--- src/rtl/hls_txn_profiler.sv ---
// In-fabric profiler for ap_ctrl_hs handshakes: per-channel latency, initiation interval
// and stall statistics with an outstanding-start timestamp FIFO, read via a registered select port.
module hls_txn_profiler #(
    parameter int unsigned NUM_CH   = 4,
    parameter int unsigned CNT_W    = 32,
    parameter int unsigned TS_DEPTH = 4,
    localparam int unsigned CH_W    = (NUM_CH > 1) ? $clog2(NUM_CH) : 1
) (
    input  logic              clock,
    input  logic              reset,
    input  logic              enable,
    input  logic              clear,
    input  logic [NUM_CH-1:0] ap_start,
    input  logic [NUM_CH-1:0] ap_ready,
    input  logic [NUM_CH-1:0] ap_done,
    input  logic [NUM_CH-1:0] ap_continue,
    input  logic [CH_W-1:0]   rd_ch,
    input  logic [2:0]        rd_sel,
    output logic [CNT_W-1:0]  rd_data,
    output logic [NUM_CH-1:0] busy,
    output logic [NUM_CH-1:0] err
);
    localparam int unsigned PTR_W  = $clog2(TS_DEPTH);
    localparam int unsigned FCNT_W = PTR_W + 1;
    localparam logic [CNT_W-1:0] ONES = {CNT_W{1'b1}};

    logic [CNT_W-1:0]  ts_q, ts_d;
    logic [CNT_W-1:0]  fifo_q     [NUM_CH][TS_DEPTH];
    logic [CNT_W-1:0]  fifo_d     [NUM_CH][TS_DEPTH];
    logic [PTR_W-1:0]  wr_ptr_q   [NUM_CH];
    logic [PTR_W-1:0]  wr_ptr_d   [NUM_CH];
    logic [PTR_W-1:0]  rd_ptr_q   [NUM_CH];
    logic [PTR_W-1:0]  rd_ptr_d   [NUM_CH];
    logic [FCNT_W-1:0] fcnt_q     [NUM_CH];
    logic [FCNT_W-1:0] fcnt_d     [NUM_CH];
    logic [CNT_W-1:0]  txn_q      [NUM_CH];
    logic [CNT_W-1:0]  txn_d      [NUM_CH];
    logic [CNT_W-1:0]  lat_sum_q  [NUM_CH];
    logic [CNT_W-1:0]  lat_sum_d  [NUM_CH];
    logic [CNT_W-1:0]  lat_min_q  [NUM_CH];
    logic [CNT_W-1:0]  lat_min_d  [NUM_CH];
    logic [CNT_W-1:0]  lat_max_q  [NUM_CH];
    logic [CNT_W-1:0]  lat_max_d  [NUM_CH];
    logic [CNT_W-1:0]  last_int_q [NUM_CH];
    logic [CNT_W-1:0]  last_int_d [NUM_CH];
    logic [CNT_W-1:0]  prev_ts_q  [NUM_CH];
    logic [CNT_W-1:0]  prev_ts_d  [NUM_CH];
    logic [CNT_W-1:0]  stall_q    [NUM_CH];
    logic [CNT_W-1:0]  stall_d    [NUM_CH];
    logic [CNT_W-1:0]  wait_cyc_q [NUM_CH];
    logic [CNT_W-1:0]  wait_cyc_d [NUM_CH];
    logic [NUM_CH-1:0] pend_q, pend_d;
    logic [NUM_CH-1:0] has_prev_q, has_prev_d;
    logic [NUM_CH-1:0] err_q, err_d;
    logic [CNT_W-1:0]  rd_data_q, rd_data_d;

    logic [NUM_CH-1:0] start_evt, done_evt, empty, full, push, pop, upd_lat, ovf, unf;
    logic [CNT_W-1:0]  lat     [NUM_CH];
    logic [CNT_W:0]    sum_ext [NUM_CH];

    // Per-channel events; an empty-FIFO start+done pair bypasses the FIFO with zero latency
    always_comb begin
        start_evt = ap_start & ~pend_q;
        done_evt  = ap_done & ap_continue;
        for (int c = 0; c < NUM_CH; c++) begin
            empty[c]   = (fcnt_q[c] == '0);
            full[c]    = (fcnt_q[c] == FCNT_W'(TS_DEPTH));
            lat[c]     = empty[c] ? '0 : ts_q - fifo_q[c][rd_ptr_q[c]];
            sum_ext[c] = {1'b0, lat_sum_q[c]} + {1'b0, lat[c]};
        end
        pop     = done_evt & ~empty;
        upd_lat = done_evt & (~empty | start_evt);
        ovf     = start_evt & full & ~done_evt;
        unf     = done_evt & empty & ~start_evt;
        push    = start_evt & ~(empty & done_evt) & ~ovf;
    end

    // Next-state for statistics, FIFOs and handshake tracking
    always_comb begin
        ts_d       = ts_q + CNT_W'(1);
        fifo_d     = fifo_q;
        wr_ptr_d   = wr_ptr_q;
        rd_ptr_d   = rd_ptr_q;
        fcnt_d     = fcnt_q;
        txn_d      = txn_q;
        lat_sum_d  = lat_sum_q;
        lat_min_d  = lat_min_q;
        lat_max_d  = lat_max_q;
        last_int_d = last_int_q;
        prev_ts_d  = prev_ts_q;
        stall_d    = stall_q;
        wait_cyc_d = wait_cyc_q;
        pend_d     = pend_q;
        has_prev_d = has_prev_q;
        err_d      = err_q;
        if (clear) begin
            pend_d     = '0;
            has_prev_d = '0;
            err_d      = '0;
            for (int c = 0; c < NUM_CH; c++) begin
                wr_ptr_d[c]   = '0;
                rd_ptr_d[c]   = '0;
                fcnt_d[c]     = '0;
                txn_d[c]      = '0;
                lat_sum_d[c]  = '0;
                lat_min_d[c]  = ONES;
                lat_max_d[c]  = '0;
                last_int_d[c] = '0;
                prev_ts_d[c]  = '0;
                stall_d[c]    = '0;
                wait_cyc_d[c] = '0;
            end
        end else if (enable) begin
            for (int c = 0; c < NUM_CH; c++) begin
                if (upd_lat[c]) begin
                    lat_sum_d[c] = sum_ext[c][CNT_W] ? ONES : sum_ext[c][CNT_W-1:0];
                    if (lat[c] < lat_min_q[c]) lat_min_d[c] = lat[c];
                    if (lat[c] > lat_max_q[c]) lat_max_d[c] = lat[c];
                end
                if (done_evt[c]) txn_d[c] = txn_q[c] + CNT_W'(1);
                if (pop[c]) rd_ptr_d[c] = rd_ptr_q[c] + PTR_W'(1);
                if (push[c]) begin
                    fifo_d[c][wr_ptr_q[c]] = ts_q;
                    wr_ptr_d[c]            = wr_ptr_q[c] + PTR_W'(1);
                end
                fcnt_d[c] = fcnt_q[c] + FCNT_W'(push[c]) - FCNT_W'(pop[c]);
                if (ovf[c] || unf[c]) err_d[c] = 1'b1;
                if (start_evt[c]) begin
                    if (has_prev_q[c]) last_int_d[c] = ts_q - prev_ts_q[c];
                    prev_ts_d[c]  = ts_q;
                    has_prev_d[c] = 1'b1;
                end
                if (ap_start[c] && ap_ready[c]) pend_d[c] = 1'b0;
                else if (start_evt[c])          pend_d[c] = 1'b1;
                if (ap_done[c] && !ap_continue[c] && stall_q[c] != ONES)
                    stall_d[c] = stall_q[c] + CNT_W'(1);
                if (pend_q[c] && !ap_ready[c] && wait_cyc_q[c] != ONES)
                    wait_cyc_d[c] = wait_cyc_q[c] + CNT_W'(1);
            end
        end
    end

    // Readout mux; out-of-range channels read as zero
    always_comb begin
        rd_data_d = '0;
        if (32'(rd_ch) < NUM_CH) begin
            case (rd_sel)
                3'd0:    rd_data_d = txn_q[rd_ch];
                3'd1:    rd_data_d = lat_sum_q[rd_ch];
                3'd2:    rd_data_d = lat_min_q[rd_ch];
                3'd3:    rd_data_d = lat_max_q[rd_ch];
                3'd4:    rd_data_d = last_int_q[rd_ch];
                3'd5:    rd_data_d = stall_q[rd_ch];
                3'd6:    rd_data_d = wait_cyc_q[rd_ch];
                default: rd_data_d = CNT_W'({err_q[rd_ch], busy[rd_ch], fcnt_q[rd_ch]});
            endcase
        end
    end

    assign busy    = ~empty;
    assign err     = err_q;
    assign rd_data = rd_data_q;

    always_ff @(posedge clock) begin
        if (!reset) begin
            ts_q       <= '0;
            pend_q     <= '0;
            has_prev_q <= '0;
            err_q      <= '0;
            rd_data_q  <= '0;
            for (int c = 0; c < NUM_CH; c++) begin
                for (int i = 0; i < TS_DEPTH; i++) fifo_q[c][i] <= '0;
                wr_ptr_q[c]   <= '0;
                rd_ptr_q[c]   <= '0;
                fcnt_q[c]     <= '0;
                txn_q[c]      <= '0;
                lat_sum_q[c]  <= '0;
                lat_min_q[c]  <= ONES;
                lat_max_q[c]  <= '0;
                last_int_q[c] <= '0;
                prev_ts_q[c]  <= '0;
                stall_q[c]    <= '0;
                wait_cyc_q[c] <= '0;
            end
        end else begin
            ts_q       <= ts_d;
            fifo_q     <= fifo_d;
            wr_ptr_q   <= wr_ptr_d;
            rd_ptr_q   <= rd_ptr_d;
            fcnt_q     <= fcnt_d;
            txn_q      <= txn_d;
            lat_sum_q  <= lat_sum_d;
            lat_min_q  <= lat_min_d;
            lat_max_q  <= lat_max_d;
            last_int_q <= last_int_d;
            prev_ts_q  <= prev_ts_d;
            stall_q    <= stall_d;
            wait_cyc_q <= wait_cyc_d;
            pend_q     <= pend_d;
            has_prev_q <= has_prev_d;
            err_q      <= err_d;
            rd_data_q  <= rd_data_d;
        end
    end
endmodule

--- config.mk ---
export PLATFORM = sky130hd
export DESIGN_NAME = hls_txn_profiler
export DESIGN_NICKNAME = d
export VERILOG_FILES = /design/src/rtl/hls_txn_profiler.sv
export SDC_FILE = /design/constraint.sdc
export NUM_CORES = 2
export LEC_CHECK = 0
export CAP_MARGIN = 10
export CORE_ASPECT_RATIO = 0.75
export CORE_MARGIN = 2
export CORE_UTILIZATION = 56
export DETAILED_ROUTE_END_ITERATION = 10
export PLACE_DENSITY = 0.83
export SLEW_MARGIN = 20
export SYNTH_ARGS = -nofsm -noshare
export SYNTH_HDL_FRONTEND = slang
export SYNTH_SLANG_ARGS = --single-unit
--- constraint.sdc ---
create_clock -name clock -period 11.3 [get_ports clock]
set_clock_uncertainty 0.15 [all_clocks]
set_input_delay 2.26 -clock clock [delete_from_list [all_inputs] [get_ports clock]]
set_output_delay 2.26 -clock clock [all_outputs]
set_load 0.1 [all_outputs]
* Word-level counts from Yosys, hierarchy flattened
Cells that the tools add are included.
** Word-level totals
- Bits in registers :: 1640
- Bits of input ports :: 25
- Output and inout bits :: 40
- Logic and storage cells :: 350
** Cells by class
- Add/sub/neg operators :: 41
- $lt $le $gt $ge :: 22
- Eq/ne operators :: 18
- Mux-type cells :: 69
- Bitwise operators :: 28
- Reduce and logical (&&, ||, !) cells :: 98
** Operators with widths (count)
- $mux 32 :: 34
- $bmux 32 s2 :: 11
- $bwmux 128 :: 4
- $add 32x1->32 const B :: 13
- $demux 32 s2 :: 4
- $ne 32x32->1 const B :: 8
- $sub 32x32->32 :: 8
- $pmux 32 s7 :: 1
- $add 32x32->33 :: 4
- $gt 32x32->1 :: 4
- $lt 32x32->1 :: 4
- $reduce_and 2->1 :: 36
- $reduce_and 3->1 :: 16
- $and 4x4->4 :: 10
- $ge 3x3->1 const B :: 9
- $not 2->3 :: 9
- $logic_and 1x1->1 :: 24
- $not 4->4 :: 6
- $eq 3x3->1 const B :: 7
- $add 2x1->2 const B :: 8
- $logic_not 3->1 :: 5
- $add 3x1->3 :: 4
- $lt 3x1->1 const B :: 4
- $sub 3x1->3 :: 4
- other kinds (13) :: 39

* Longest topological paths before layout
- Depth in word-level cells :: 8
- Depth in mapped cells :: 29
- Depth with buffers taken out :: 26

* Least setup slack after synthesis
Ideal clock, no wire load.
- Path kind :: flip-flop to flip-flop
- Start :: register rd_ptr_q[6] in the netlist's numbering
- End :: register lat_sum_q[127] in the netlist's numbering
- Library setup time :: 0.081 ns
- Data arrival time :: 6.204 ns
- Required time :: 11.069 ns
- Slack :: 4.866 ns
- Cell stages (with the launch flop) :: 25
- Buffers on the path :: 2
- Period minus slack after synthesis :: 6.434 ns
- Cells stage by stage :: dfxtp_1 -> clkbuf_1 -> buf_1 -> mux4_2 -> inv_1 -> ha_1 -> a21o_1 -> a21o_1 -> a311oi_1 -> a21oi_1 -> o21ai_0 -> nand2b_1 -> nand2_1 -> nor3b_1 -> ha_1 -> nand3_1 -> nor4_1 -> a21oi_1 -> a311oi_1 -> a41oi_1 -> a22oi_1 -> maj3_1 -> o211ai_1 -> or4b_1 -> a41oi_1
** RTL lines
- start, declared :: RTL line 32 : logic [PTR_W-1:0] rd_ptr_q [NUM_CH];
- start signal, assigned :: RTL line 189 : rd_ptr_q <= rd_ptr_d;
- end signal, assigned :: RTL line 192 : lat_sum_q <= lat_sum_d;
- end, declared :: RTL line 38 : logic [CNT_W-1:0] lat_sum_q [NUM_CH];

==> run_results.csv <==
group,metric,value,unit
die,std_cell_rows,132,
yosys,synth.area.top_cells,"dfxtp_1, ha_1, mux4_2",
yosys,yosys-top-cells-count,"nand2_1, dfxtp_1, nor2_1",
drt,detail_route.iter0.violations,13210,
yosys,ys_types,88,
final_layout,seq_area,0.03287,mm2
place,dp_slack,3.049,ns
cts,post_cts_resize_count,0,
sta,holdWs,0.3023,ns
setup_path,cp_max_fo,29,
final_layout,regMostFlops,"fifo_q",
yosys,synth_top_area_share,33.88,%
drt,ant_nets,0,
final_layout,largest_reg_flops,512,
run_status,outcome,"finished, final reports clean",
sta,drv_slew,0,
final_layout,drive_above_1_share,9.033,%
place,gp_congestion,1.103,
drt,num_vias,88160,
die,start_util,56.26,%
global_route,antenna_found_initial,30,
place,place_inst,13320,
cts,cts_root_buf,"clkbuf_16",
die,die_w,484.4,um
cts,clock_latency,0.85,ns
global_route,grt_max_degree,293,
cts,cts_buffers,164,
die,core-area,0.1723,mm2
cts,clock_tree.buffer_depth,3,
cts,post-cts-setup-buffers,0,
cts,cts_hold_buf,0,
sta,maxSlewHeadroom,15.47,%
setup_path,cp-start-kind,"flop",
yosys,syn_area,0.09692,mm2
yosys,synth_edf_count,0,
global_route,grt_pass1_vias,81870,
sta,setup_ws,2.827,ns
power,power_leakage,40.56,nW
sta,worst_pin_slew,1.236,ns
yosys,syn_avg_cell_area,8.487,um2
drt,vias_per_cell,6.471,
place,dpl_cell_area,0.09976,mm2
drt,drc,0,
drt,firstDrtPassIters,9,
sta,rsz0062_at_grt,"false",
yosys,syn_nets,12130,
job,cap_violations,0,
sta,setup_tns,0,ns
yosys,seq_area_frac_synth,33.88,%
final_layout,area_delta_synth_final,8.662,%
min_path,hold_class,"reg2reg",
drt,avgRoutedWirePerCell,25.66,um
setup_path,path_class,"reg2reg",
cts,cts.reportedPaths.clkPinSlew,0.07,ns
setup_path,critPathArrivalTime,9.06,ns
die,die_y,364.3,um
sta,setup_viol,0,
drt,wl,349600,um
die,die-area,0.1764,mm2
sta,min_period,8.473,ns
cts,cts_sinks,1640,
place,portBuffers,64,
final_layout,nets,11910,
final_layout,layoutNonFillerInstCount,13620,
final_layout,design_area,0.1053,mm2
sta,post-route-period-util,74.98,%
yosys,synthFlopType,"dfxtp_1",
yosys,ys_ff_latch,1640,
power,max-vdd-ir-drop,0.1110,mV
final_layout,multiInputGateArea,0.05939,mm2
sta,fmaxAchievable,0.1180,GHz
yosys,synth_warnings,0,
setup_path,required,11.89,ns
power,powerDensity,122.3,mW/mm2
place,hpwl,257500,um
final_layout,fillers,14310,
yosys,async_flop_share,0,%
sta,hold_viol_final,0,
cts,cts_tree,"yes",
global_route,grt_pass1_wl,516000,um
setup_path,cp-end-kind,"flop",
global_route,grtUsageTotal,38.39,%
yosys,synth_top_cell_by_area,"dfxtp_1",
yosys,synth_cells,11420,
global_route,grt_remaining_overflow,0,
yosys,synth_most_common_cell,"nand2_1",
cts,htree_levels,4,
die,io_pins,65,
## cell usage in the layout (no fill, tap or decap), drive strengths merged, types with 368 or more instances in the layout
master	Yosys	final
xor2	374	374
a21boi	526	526
o21ai	373	373
mux4	368	368
nor2	953	953
nand2	2029	2029
ha	666	666
inv	636	645
a21oi	699	699
dfxtp	1640	1640
## path summary, 6_finish.rpt
path	start	endpoint	slack [ns]	depth (start not counted)
worst max register to register	rd_ptr_q[6]	lat_sum_q[108]	2.83	25
worst min-delay path	prev_ts_q[13]	prev_ts_q[13]	0.30	2
worst min register to register	prev_ts_q[13]	prev_ts_q[13]	0.30	2
worst max-delay path	rd_ptr_q[6]	lat_sum_q[108]	2.83	25
## per-stage QoR
stage,total power [mW],util (%)
floorplan,6.796,-
global placement,7.213,57.91
finish,12.88,61.14
global route,13.17,61.13
CTS,12.82,61.10
detailed placement,7.233,57.91
## final cells by class
class,count,share of cell area (%)
tap,2278,2.706
multi-input combinational,8493,56.39
inverter,636,2.267
antenna,10,0.02376
sequential,1640,31.21
timing repair buffer,271,2.188
clock inverter,61,0.6808
clock buffer,235,4.534
## logic make-up after synthesis
kind of cell / share of synthesized area (%)
simple gates: 18.33
xor+xnor: 5.919
fa+ha+maj: 8.950
flops: 33.88
compound gates: 17.25
buf+inv: 5.005
mux: 10.67
## where the power goes
| part | leakage [nW] | switching, mW | total (mW) | internal, mW |
|---|---|---|---|---|
| registers | 13.2 | 0.0310 | 5.84 | 5.81 |
| clock network | 2.71 | 2.54 | 5.71 | 3.17 |
| logic | 24.6 | 0.908 | 1.34 | 0.429 |
## critical path: stages, from the launching register on
cell,delay [ns]
dfxtp_2,0.43
buf_4,0.55
mux4_2,0.58
inv_1,0.08
ha_1,0.27
o21a_1,0.22
o221ai_1,0.40
nand2b_1,0.10
a21o_1,0.22
a21o_1,0.18
a21oi_1,0.16
xor2_1,0.08
nor2_1,0.62
ha_1,0.43
nand3_1,0.21
nor3_1,0.11
a211oi_1,0.53
a21oi_1,0.33
o31ai_1,0.60
o221ai_1,0.25
maj3_2,0.40
a21oi_2,0.22
o21a_1,0.66
buf_4,0.34
o31a_1,0.17
nor2_1,0.04
## metal layers
metal  wire length [um]  vias up  track usage, %
met4              18640       30           18.34
met2             136700     5547           52.47
met1             137000    42220           52.71
met3              57090      956           14.76
li1                   -    39400               -
met5                210        -               0
(Power assumes the default switching activity.)
